--- config.mk ---
export PLATFORM = sky130hd
export DESIGN_NAME = gcd_job_feeder
export DESIGN_NICKNAME = d
export VERILOG_FILES = /design/src/rtl/gcd_feeder_pkg.sv /design/src/rtl/sync_fifo.sv /design/src/rtl/gcd_job_feeder.sv
export SDC_FILE = /design/constraint.sdc
export NUM_CORES = 1
export LEC_CHECK = 0
export ABC_CLOCK_PERIOD_IN_PS = 5550
export BUFFER_PORTS_ARGS = -buffer_cell sky130_fd_sc_hd__buf_2
export CORE_ASPECT_RATIO = 0.6
export CORE_MARGIN = 4
export CORE_UTILIZATION = 56
export CTS_CLUSTER_DIAMETER = 200
export DETAILED_ROUTE_END_ITERATION = 8
export HOLD_SLACK_MARGIN = 0.06
export PLACE_DENSITY = 0.77
export SETUP_SLACK_MARGIN = 0.1
export SLEW_MARGIN = 10
export SYNTH_ARGS = -nofsm -noshare
export SYNTH_HDL_FRONTEND = slang
export SYNTH_SLANG_ARGS = --single-unit
--- constraint.sdc ---
create_clock -name clk -period 5.55 [get_ports clk]
set_clock_uncertainty 0.05 [all_clocks]
set_input_delay 1.3875 -clock clk [delete_from_list [all_inputs] [get_ports clk]]
set_output_delay 1.3875 -clock clk [all_outputs]
set_load 0.02 [all_outputs]
--- src/rtl/gcd_feeder_pkg.sv ---
// rtl/gcd_feeder_pkg.sv - shared types for the GCD job feeder
// Contents: state_t, the job sequencer state encoding.

package gcd_feeder_pkg;

    typedef enum logic [1:0] {
        IDLE   = 2'd0,
        LAUNCH = 2'd1,
        WAIT   = 2'd2,
        HOLD   = 2'd3
    } state_t;

endpackage

--- src/rtl/sync_fifo.sv ---
// rtl/sync_fifo.sv - single-clock FIFO with occupancy count
// Ports:
//   clk, rst         clock, synchronous active-high reset
//   push_i/data_i    write request and data (ignored when full)
//   pop_i            read request (ignored when empty)
//   data_o           head entry, valid whenever empty_o is low
//   full_o, empty_o  occupancy flags
//   level_o          number of stored entries

module sync_fifo #(
    parameter int WIDTH = 8,
    parameter int DEPTH = 4
) (
    input  logic                       clk,
    input  logic                       rst,
    input  logic                       push_i,
    input  logic [WIDTH-1:0]           data_i,
    input  logic                       pop_i,
    output logic [WIDTH-1:0]           data_o,
    output logic                       full_o,
    output logic                       empty_o,
    output logic [$clog2(DEPTH+1)-1:0] level_o
);

    localparam int PW = $clog2(DEPTH);
    localparam int LW = $clog2(DEPTH+1);

    logic [WIDTH-1:0] mem_q [DEPTH];
    logic [PW-1:0]    wr_ptr_q;
    logic [PW-1:0]    rd_ptr_q;
    logic [LW-1:0]    level_q;
    logic             do_push;
    logic             do_pop;

    assign full_o  = (level_q == LW'(DEPTH));
    assign empty_o = (level_q == '0);
    assign do_push = push_i && !full_o;
    assign do_pop  = pop_i && !empty_o;
    assign data_o  = mem_q[rd_ptr_q];
    assign level_o = level_q;

    // Storage carries no reset; the pointers and count define validity.
    always_ff @(posedge clk) begin
        if (do_push) begin
            mem_q[wr_ptr_q] <= data_i;
        end
    end

    always_ff @(posedge clk) begin
        if (rst) begin
            wr_ptr_q <= '0;
            rd_ptr_q <= '0;
            level_q  <= '0;
        end else begin
            if (do_push) begin
                wr_ptr_q <= wr_ptr_q + 1'b1;
            end
            if (do_pop) begin
                rd_ptr_q <= rd_ptr_q + 1'b1;
            end
            case ({do_push, do_pop})
                2'b10:   level_q <= level_q + 1'b1;
                2'b01:   level_q <= level_q - 1'b1;
                default: level_q <= level_q;
            endcase
        end
    end

endmodule

--- src/rtl/gcd_job_feeder.sv ---
// rtl/gcd_job_feeder.sv - queues operand pairs and runs them one at a time through a GCD core
// Ports:
//   clk, rst                      clock, synchronous active-high reset
//   in_valid/in_ready/in_x/in_y   operand pair input stream
//   gcd_go/gcd_x/gcd_y            start pulse and operands to the core
//   gcd_out/gcd_done              core result and completion flag
//   res_valid/res_ready           result output stream handshake
//   res_data/res_err              result (0 on error) and timeout flag
//   fifo_level                    input queue occupancy

module gcd_job_feeder
    import gcd_feeder_pkg::*;
#(
    parameter int WIDTH   = 4,
    parameter int DEPTH   = 4,
    parameter int TIMEOUT = 64
) (
    input  logic                       clk,
    input  logic                       rst,
    input  logic                       in_valid,
    output logic                       in_ready,
    input  logic [WIDTH-1:0]           in_x,
    input  logic [WIDTH-1:0]           in_y,
    output logic                       gcd_go,
    output logic [WIDTH-1:0]           gcd_x,
    output logic [WIDTH-1:0]           gcd_y,
    input  logic [WIDTH-1:0]           gcd_out,
    input  logic                       gcd_done,
    output logic                       res_valid,
    input  logic                       res_ready,
    output logic [WIDTH-1:0]           res_data,
    output logic                       res_err,
    output logic [$clog2(DEPTH+1)-1:0] fifo_level
);

    localparam int TW = $clog2(TIMEOUT);
    localparam logic [TW-1:0] TIMER_LAST = TW'(TIMEOUT - 1);

    state_t               state_q;
    logic [WIDTH-1:0]     op_x_q;
    logic [WIDTH-1:0]     op_y_q;
    logic                 gcd_go_q;
    logic                 res_valid_q;
    logic [WIDTH-1:0]     res_data_q;
    logic                 res_err_q;
    logic [TW-1:0]        timer_q;
    logic [TW-1:0]        timer_d;

    logic [2*WIDTH-1:0]   fifo_head;
    logic                 fifo_full;
    logic                 fifo_empty;
    logic                 fifo_pop;
    logic [WIDTH-1:0]     head_x;
    logic [WIDTH-1:0]     head_y;

    sync_fifo #(
        .WIDTH (2*WIDTH),
        .DEPTH (DEPTH)
    ) u_fifo (
        .clk     (clk),
        .rst     (rst),
        .push_i  (in_valid),
        .data_i  ({in_x, in_y}),
        .pop_i   (fifo_pop),
        .data_o  (fifo_head),
        .full_o  (fifo_full),
        .empty_o (fifo_empty),
        .level_o (fifo_level)
    );

    assign head_x   = fifo_head[2*WIDTH-1:WIDTH];
    assign head_y   = fifo_head[WIDTH-1:0];
    assign fifo_pop = (state_q == IDLE) && !fifo_empty;
    assign in_ready = !fifo_full;

    assign gcd_go    = gcd_go_q;
    assign gcd_x     = op_x_q;
    assign gcd_y     = op_y_q;
    assign res_valid = res_valid_q;
    assign res_data  = res_data_q;
    assign res_err   = res_err_q;

    assign timer_d = (timer_q == TIMER_LAST) ? timer_q : timer_q + 1'b1;

    always_ff @(posedge clk) begin
        if (rst) begin
            state_q     <= IDLE;
            op_x_q      <= '0;
            op_y_q      <= '0;
            gcd_go_q    <= 1'b0;
            res_valid_q <= 1'b0;
            res_data_q  <= '0;
            res_err_q   <= 1'b0;
            timer_q     <= '0;
        end else begin
            gcd_go_q <= 1'b0;
            case (state_q)
                IDLE: begin
                    if (!fifo_empty) begin
                        op_x_q <= head_x;
                        op_y_q <= head_y;
                        // The core never terminates on a zero operand; the
                        // OR of the pair is the GCD whenever either is zero.
                        if (head_x == '0 || head_y == '0) begin
                            res_data_q  <= head_x | head_y;
                            res_err_q   <= 1'b0;
                            res_valid_q <= 1'b1;
                            state_q     <= HOLD;
                        end else begin
                            gcd_go_q <= 1'b1;
                            state_q  <= LAUNCH;
                        end
                    end
                end
                LAUNCH: begin
                    timer_q <= '0;
                    state_q <= WAIT;
                end
                WAIT: begin
                    timer_q <= timer_d;
                    // timer_q == 0 marks the first WAIT cycle, where done may
                    // still be left over from the previous job.
                    if (timer_q != '0 && gcd_done) begin
                        res_data_q  <= gcd_out;
                        res_err_q   <= 1'b0;
                        res_valid_q <= 1'b1;
                        state_q     <= HOLD;
                    end else if (timer_q == TIMER_LAST) begin
                        res_data_q  <= '0;
                        res_err_q   <= 1'b1;
                        res_valid_q <= 1'b1;
                        state_q     <= HOLD;
                    end
                end
                HOLD: begin
                    if (res_ready) begin
                        res_valid_q <= 1'b0;
                        state_q     <= IDLE;
                    end
                end
                default: begin
                    state_q <= IDLE;
                end
            endcase
        end
    end

endmodule

==> reports/qor.yml, run 1 <==
synth_edf_count: 32
cts-root-buf: "clkbuf_8"
end_kind: "flip-flop"
timing.slew.headroom_pct: 54.1
syn_area_per_cell_um2: 11.6
fin_crit_ns: 2.83
cts.repair.resized: 0
synth_commonest_cells: "39 x nand2_1, 32 x dfxtp_1, 32 x edfxtp_1"
die_x_um: 102
synth_cell_types: 42
drive_above_1_share_pct: 19.2
num_vias: 2023
worst-setup-path-type: "reg2reg"
peakVddDrop_mv: 0.218
fp.coreArea_um2: 5080
cap_violations: 0
crit_chain: "inv_1 -> ha_1 -> nand2b_1 -> inv_1 -> ha_1 -> inv_1 -> fa_1 -> xor2_1 -> or3_1 -> a21oi_1"
clk_path_buf_depth: 2
antenna_left: 0
met3_usage_pct: 7.96
grt_max_degree: 27
critPathBufInv: 3
max_stage_delay_ns: 0.37
crit_top_cell: "inv_1"
routed_via_density: 5.57
hold_viol: 0
synth_nets: 285
htree_levels: 3
ios: 36
crit_required_ns: 5.77
finalPower_mw: 1.65
antenna_found_initial: 0
routabilityCongestion: 0.796
clk_pin_slew_ns: 0.07
grt_pass1_wl_um: 9590
numPortBuffers: 35
fin_crit_sh_pct: 51.0
seq_area_frac_synth_pct: 54.3
top_usage_layer: "met2"
grt_setup_unrepaired: "false"
status: "complete, no violations"
worstHoldPathType: "reg2reg"
met2_usage_pct: 29.6
p_leak_nw: 1.34
postCtsSetupRepairBufs: 0
ys.flop_type: "edfxtp_1"
yosysTopAreaCellShare_pct: 32.6
drt-initial-drc-count: 133
power_density_nw_per_um2: 491
overflow: 0
routed_wl_um: 5810
grt_pass1_vias: 1946
syn_area_um2: 2950
route.detailed.drc: 0
slowest_stage: "fa_1"
die_height_um: 64.2
drv_slew: 0
path_max_fanout: 11
clkSinkCount: 64
met1_usage_pct: 26.6
cts_tree: "built"
cts_hold_buf: 0
cp-start-kind: "flip-flop"
syn_to_final_growth_pct: 13.7
arrival_ns: 3.05
synth_area_leaders: "edfxtp_1 33%, dfxtp_1 22%, mux4_1 7.1%"
worst_pin_slew_ns: 0.689
setup_tns_ns: 0
num_rows: 20
start_util_pct: 58.0
cp_top_family: "adder cells"
post-place-ws_ns: 2.45
grtUsageTotal_pct: 20.0
layout_setup_ws_ns: 2.72
synthArstFlopShare_pct: 0
yosys_register_bits: 64
max_freq_ghz: 0.353
yosysMostFrequentCell: "nand2_1"
setup_viol: 0
netlist_instances: 255
final_nets: 322
synth_top_area_cell: "edfxtp_1"
yosys_warnings: 0
dieArea_um2: 6530
clk_latency_ns: 0.35
hpwl_um: 4080
first_pass_iters: 4
antennaDiodeCount: 0
wl_per_cell_um: 16.0
cts_made_buffers: 9
-- per-stage QoR --
stage	util [%]	cell area (um2)	cells	hold WS [ns]
final	66.0	3350	363	0.406
after global routing	66.0	3350	363	0.414
after CTS	66.0	3350	363	0.405
after detailed placement	62.3	3160	347	0.395
after global placement	62.3	3160	347	0.399
after floorplan	-	2950	255	0.419
-- layout make-up --
cell class | count | area [um2]
fillers | 389 | 1730
flip-flops and latches | 64 | 1600
multi-input cells | 166 | 1240
repair buffers | 35 | 175
clock buffers | 11 | 141
well taps | 66 | 82.6
inverters | 16 | 60.1
clock inverters | 5 | 47.5
-- per-layer routing --
metal  share of wire [%]  wire length, um
met4                 1.1               62
met2                  47             2740
met1                  46             2690
met3                 5.5              320
met5                   0                0
-- worst reg2reg max path, cell delays in order, from the launching register on --
cell,delay [ns]
dfxtp_1,0.34
inv_1,0.13
ha_1,0.32
nand2b_1,0.28
inv_1,0.36
ha_1,0.25
inv_1,0.07
fa_1,0.37
xor2_1,0.15
or3_1,0.30
a21oi_1,0.14
-- placed cells by master, fill, tap and decap left out, types with 2 or more instances in the layout --
cell      count
nor3_1        5
xnor2_1       2
o21ai_0       4
inv_1        15
nand3_1       5
and2_1        2
clkinv_2      2
a21oi_1      17
xor2_1        3
or4_4         2
ha_1         12
and3_1        5
o22ai_1       4
mux4_1        8
mux4_2        4
nand2_1      39
edfxtp_1     32
nor2_1       28
a211oi_1      2
buf_2        35
nand2b_1      2
clkinv_1      3
clkbuf_8     10
a311oi_1      2
dfxtp_1      32
mux2i_1       5
-- logic make-up (layout without fill, tap and decap cells) --
group / after synthesis / in the layout / synth area share [%]
and+or+nand+nor: 93 / 93 / 14.6
DFF: 64 / 64 / 54.3
AOI/OAI and AO/OA: 38 / 38 / 8.49
buffers and inverters: 25 / 67 / 3.48
muxes: 17 / 17 / 11.9
adders and majority gates: 13 / 13 / 5.77
xor gates and xnor gates: 5 / 5 / 1.49
-- flip-flops by register name, indices dropped and copies added, names as in the netlist, named ones only --
name             count
u_fifo.mem_q        32
timer_q              6
gcd_x                4
gcd_y                4
res_data             4
u_fifo.level_o       3
state_q              2
u_fifo.rd_ptr_q      2
u_fifo.wr_ptr_q      2
gcd_go               1
res_err              1
res_valid            1
-- report_power, final --
group	internal [mW]	switching [mW]	total [mW]
Clock	0.215	0.170	0.385
Sequential	0.592	0.0720	0.664
Combinational	0.239	0.356	0.595
Total	1.05	0.599	1.65
-- worst paths after layout --
check | slack [ns] | cells after the start | end | from
worst min-delay path | 0.41 | 2 | gcd_y[3] | gcd_y[3]
worst max-delay path | 2.72 | 10 | u_fifo.level_o[2] | state_q[0]
worst min register to register | 0.41 | 2 | gcd_y[3] | gcd_y[3]
worst max register to register | 2.72 | 10 | u_fifo.level_o[2] | state_q[0]
No activity file was read; power rests on OpenSTA's default activity.
==> run 2: changes to the inputs <==
--- a/config.mk
+++ b/config.mk
@@ -5,7 +5,7 @@
 export SDC_FILE = /design/constraint.sdc
 export NUM_CORES = 1
 export LEC_CHECK = 0
-export ABC_CLOCK_PERIOD_IN_PS = 5550
+export ABC_CLOCK_PERIOD_IN_PS = 2800
 export BUFFER_PORTS_ARGS = -buffer_cell sky130_fd_sc_hd__buf_2
 export CORE_ASPECT_RATIO = 0.6
 export CORE_MARGIN = 4
==> constraint.sdc (replaced) <==
create_clock -name clk -period 2.8 [get_ports clk]
set_clock_uncertainty 0.05 [all_clocks]
set_input_delay 0.7 -clock clk [delete_from_list [all_inputs] [get_ports clk]]
set_output_delay 0.7 -clock clk [all_outputs]
set_load 0.02 [all_outputs]
==> reports/qor.yml, run 2 (synthesis gave the netlist of run 1 again) <==
status: "complete, no violations"
syn_to_final_growth_pct: 14.1
worst_pin_slew_ns: 0.606
max_stage_delay_ns: 0.61
fin_crit_ns: 2.39
antenna_found_initial: 0
ios: 36
htree_levels: 3
hpwl_um: 4320
clk_latency_ns: 0.34
cp-start-kind: "flip-flop"
grt_max_degree: 27
path_max_fanout: 6
layout_setup_ws_ns: 0.408
place_inst: 352
cts_hold_buf: 0
die_height_um: 64.2
worst-setup-path-type: "reg2reg"
crit_chain: "buf_4 -> mux4_1 -> or4_4 -> nand3_4 -> o211ai_4 -> a32o_1"
clkSinkCount: 64
reg.largest.list: "u_fifo.mem_q (32), timer_q (6)"
cp_top_family: "simple AND/OR/NAND/NOR gates"
drv_slew: 0
met1Wirelength_um: 2860
layout_common_cells: "39 x nand2_1, 35 x buf_2, 32 x dfxtp_1, 32 x edfxtp_1, 28 x nor2_1"
top_register: "u_fifo.mem_q"
routed.top_layer: "met4"
num_rows: 20
setup_viol: 0
clk_pin_slew_ns: 0.06
wl_per_cell_um: 15.8
timing.slew.headroom_pct: 59.4
end_kind: "flip-flop"
die_x_um: 102
route.detailed.drc: 0
overflow: 0
fp.coreArea_um2: 5080
clk_path_buf_depth: 2
crit_required_ns: 2.98
grt_setup_unrepaired: "false"
hold_viol: 0
instances_no_fill: 368
power_density_nw_per_um2: 959
routed_via_density: 5.49
post-place-ws_ns: 0.368
drive_above_1_share_pct: 20.2
start_util_pct: 58.0
grt_pass1_wl_um: 9480
wl_met2_um: 2590
cts.repair.resized: 0
layout_commonest_cell: "nand2_1"
peakVddDrop_mv: 0.399
r2r_setup_slack_ns: 0.41
numPortBuffers: 35
final_nets: 327
fin_crit_sh_pct: 85.4
routabilityCongestion: 0.858
arrival_ns: 2.57
drt-initial-drc-count: 133
cts-root-buf: "clkbuf_8"
routed_wl_um: 5820
largest_register_ffs: 32
num_vias: 2020
wl_met3_um: 325
setup_tns_ns: 0
grtUsageTotal_pct: 19.4
antenna_left: 0
first_pass_iters: 4
grt_pass1_vias: 1956
cts_made_buffers: 9
cts_tree: "built"
cap_violations: 0
max_freq_ghz: 0.418
p_leak_nw: 1.35
critPathBufInv: 1
antennaDiodeCount: 0
slowest_stage: "mux4_1"
postCtsSetupRepairBufs: 0
dieArea_um2: 6530
worstHoldPathType: "reg2reg"
==> run 2: worst paths after layout <==
| check | start | endpoint | cells past startpoint |
|---|---|---|---|
| worst max-delay path | flip-flop | res_err | 6 |
| worst min-delay path | gcd_x[1] | gcd_x[1] | 2 |
| worst max register to register | flip-flop | res_err | 6 |
| worst min register to register | gcd_x[1] | gcd_x[1] | 2 |
==> run 2: final cells by class <==
class / instances / area (um2)
clock buffers: 14 / 153
clock inverters: 2 / 10.0
fillers: 381 / 1720
inverters: 16 / 60.1
multi-input cells: 166 / 1240
flip-flops and latches: 64 / 1600
well taps: 66 / 82.6
repair buffers: 40 / 213
==> run 2: per-stage QoR <==
step	power (mW)	utilization (%)	instance area [um2]	hold WS, ns
after floorplan	2.23	-	2950	0.419
after global placement	2.55	63.0	3200	0.395
after detailed placement	2.58	63.0	3200	0.398
after CTS	3.25	66.2	3360	0.407
after global routing	3.44	66.2	3360	0.429
final	3.23	66.2	3360	0.405
==> run 2: where the power goes <==
group	switching, mW	internal, mW	leakage, nW
sequential	0.125	1.17	0.555
clock	0.321	0.344	0.0844
combinational	0.744	0.517	0.710
total	1.19	2.04	1.35
==> run 2: worst register-to-register path, stage by stage (launching register included) <==
cell	delay, ns
dfxtp_1	0.34
buf_4	0.17
mux4_1	0.61
or4_4	0.59
nand3_4	0.13
o211ai_4	0.13
a32o_1	0.28
==> run 2: per-layer routing <==
metal,vias up,global-route usage [%]
met1,967,26.7
li1,1006,-
met4,0,6.97
met3,4,6.98
met2,43,28.1
met5,-,0
==> run 3: changes to the inputs <==
--- a/config.mk
+++ b/config.mk
@@ -12,8 +12,10 @@
 export CORE_UTILIZATION = 56
 export CTS_CLUSTER_DIAMETER = 200
 export DETAILED_ROUTE_END_ITERATION = 8
+export GPL_TIMING_DRIVEN = 0
 export HOLD_SLACK_MARGIN = 0.06
 export PLACE_DENSITY = 0.77
+export RECOVER_POWER = 50
 export SETUP_SLACK_MARGIN = 0.1
 export SLEW_MARGIN = 10
 export SYNTH_ARGS = -nofsm -noshare
==> reports/qor.yml, run 3 (synthesis gave the netlist of run 1 again) <==
max_stage_delay_ns: 0.56
grt_pass1_wl_um: 9800
fin_crit_ns: 2.54
routed_via_density: 5.53
clk_pin_slew_ns: 0.07
drt-initial-drc-count: 149
final_area_um2: 3390
wl_per_cell_um: 15.7
cts_hold_buf: 0
fp.coreArea_um2: 5080
num_vias: 2051
instances_no_fill: 371
place_inst: 355
dpl-instance-area_um2: 3200
finalPower_mw: 3.31
setup_viol: 0
peakVddDrop_mv: 0.453
first_pass_iters: 4
worstHoldPathType: "reg2reg"
final_nets: 330
top_register: "u_fifo.mem_q"
grt_setup_unrepaired: "false"
cap_violations: 0
max_freq_ghz: 0.394
largest_register_ffs: 32
postCtsSetupRepairBufs: 0
cts-root-buf: "clkbuf_8"
num_rows: 20
antenna_left: 0
cp-start-kind: "flip-flop"
cts_made_buffers: 9
grtUsageTotal_pct: 19.9
slowest_stage: "or4_4"
layout_commonest_cell: "nand2_1"
dieArea_um2: 6530
routed_wl_um: 5840
worst-setup-path-type: "reg2reg"
ios: 36
routabilityCongestion: 0.820
grt_max_degree: 13
worst_pin_slew_ns: 0.629
cts_tree: "built"
path_max_fanout: 10
r2r_setup_slack_ns: 0.26
fin_util_pct: 66.7
fin_crit_sh_pct: 90.6
p_leak_nw: 1.28
route.detailed.drc: 0
hpwl_um: 4310
hold_viol: 0
crit_chain: "buf_1 -> mux4_2 -> or4_4 -> nand3_4 -> o211ai_4 -> a32o_1"
htree_levels: 3
antennaDiodeCount: 0
arrival_ns: 2.72
die_x_um: 102
overflow: 0
start_util_pct: 58.0
layout_common_cells: "39 x nand2_1, 32 x dfxtp_1, 32 x edfxtp_1"
status: "complete, no violations"
fillers: 383
die_height_um: 64.2
holdWs_ns: 0.407
syn_to_final_growth_pct: 14.9
clkSinkCount: 64
grt_pass1_vias: 1990
drive_above_1_share_pct: 14.4
numPortBuffers: 34
power_density_nw_per_um2: 978
clk_path_buf_depth: 2
antenna_found_initial: 0
timing.slew.headroom_pct: 57.8
crit_required_ns: 2.98
clk_latency_ns: 0.34
drv_slew: 0
reg.largest.list: "u_fifo.mem_q (32), timer_q (6)"
end_kind: "flip-flop"
run 3: cell types whose count changed in the layout (fill, tap and decap cells not counted), moves of 2 or more:
cell	previous run	this run
clkinv_4	0	2
inv_2	0	2
clkbuf_1	4	26
inv_1	15	13
buf_4	5	0
buf_2	35	14
clkinvlp_4	0	2
run 3: layout make-up:
cell class / count / area (um2) / share of cell area, %
tap: 66 / 82.6 / 2.44
clock buffer: 9 / 124 / 3.66
inverter: 16 / 60.1 / 1.77
timing repair buffer: 34 / 144 / 4.25
sequential: 64 / 1600 / 47.3
clock inverter: 7 / 72.6 / 2.14
multi-input combinational: 166 / 1260 / 37.1
buffer: 9 / 46.3 / 1.37
run 3: final timing paths:
| path | start | to | depth (start not counted) |
|---|---|---|---|
| max reg2reg | flip-flop | res_err | 6 |
| min reg2reg | gcd_x[0] | gcd_x[0] | 2 |
| max | flip-flop | res_err | 6 |
| min | gcd_x[0] | gcd_x[0] | 2 |
run 3: report_power, final:
group / internal, mW / leakage (nW) / switching [mW] / total (mW)
Sequential: 1.17 / 0.555 / 0.116 / 1.29
Combinational: 0.497 / 0.627 / 0.753 / 1.25
Clock: 0.410 / 0.0952 / 0.363 / 0.773
run 3: timing repair:
item,4_1_cts,5_1_grt
hold endpoints to repair,0,0
setup endpoints to repair,2,1
resized for setup,4,4
run 3: critical path, delay by kind of cell, from the launching register on:
family                 cells  cell delay [ns]
DFF                        1             0.37
AOI/OAI and AO/OA          2             0.42
buffers and inverters      1             0.49
and+or+nand+nor            2             0.69
muxes                      1             0.41
run 3: per-layer routing:
layer | routed length, um | up-vias | track usage [%] | part of all wire (%)
met2 | 2600 | 49 | 28.5 | 44
met4 | 47 | 0 | 5.64 | 0.80
li1 | - | 1014 | - | -
met5 | 0 | - | 0 | 0
met1 | 2890 | 982 | 28.6 | 49
met3 | 309 | 6 | 6.76 | 5.3
run 3: stage by stage:
stage | setup TNS, ns | setup WS, ns
floorplan | 0 | 0.158
global placement | -0.143 | -0.143
detailed placement | -0.213 | -0.213
CTS | 0 | 0.123
global route | 0 | 0.110
finish | 0 | 0.264
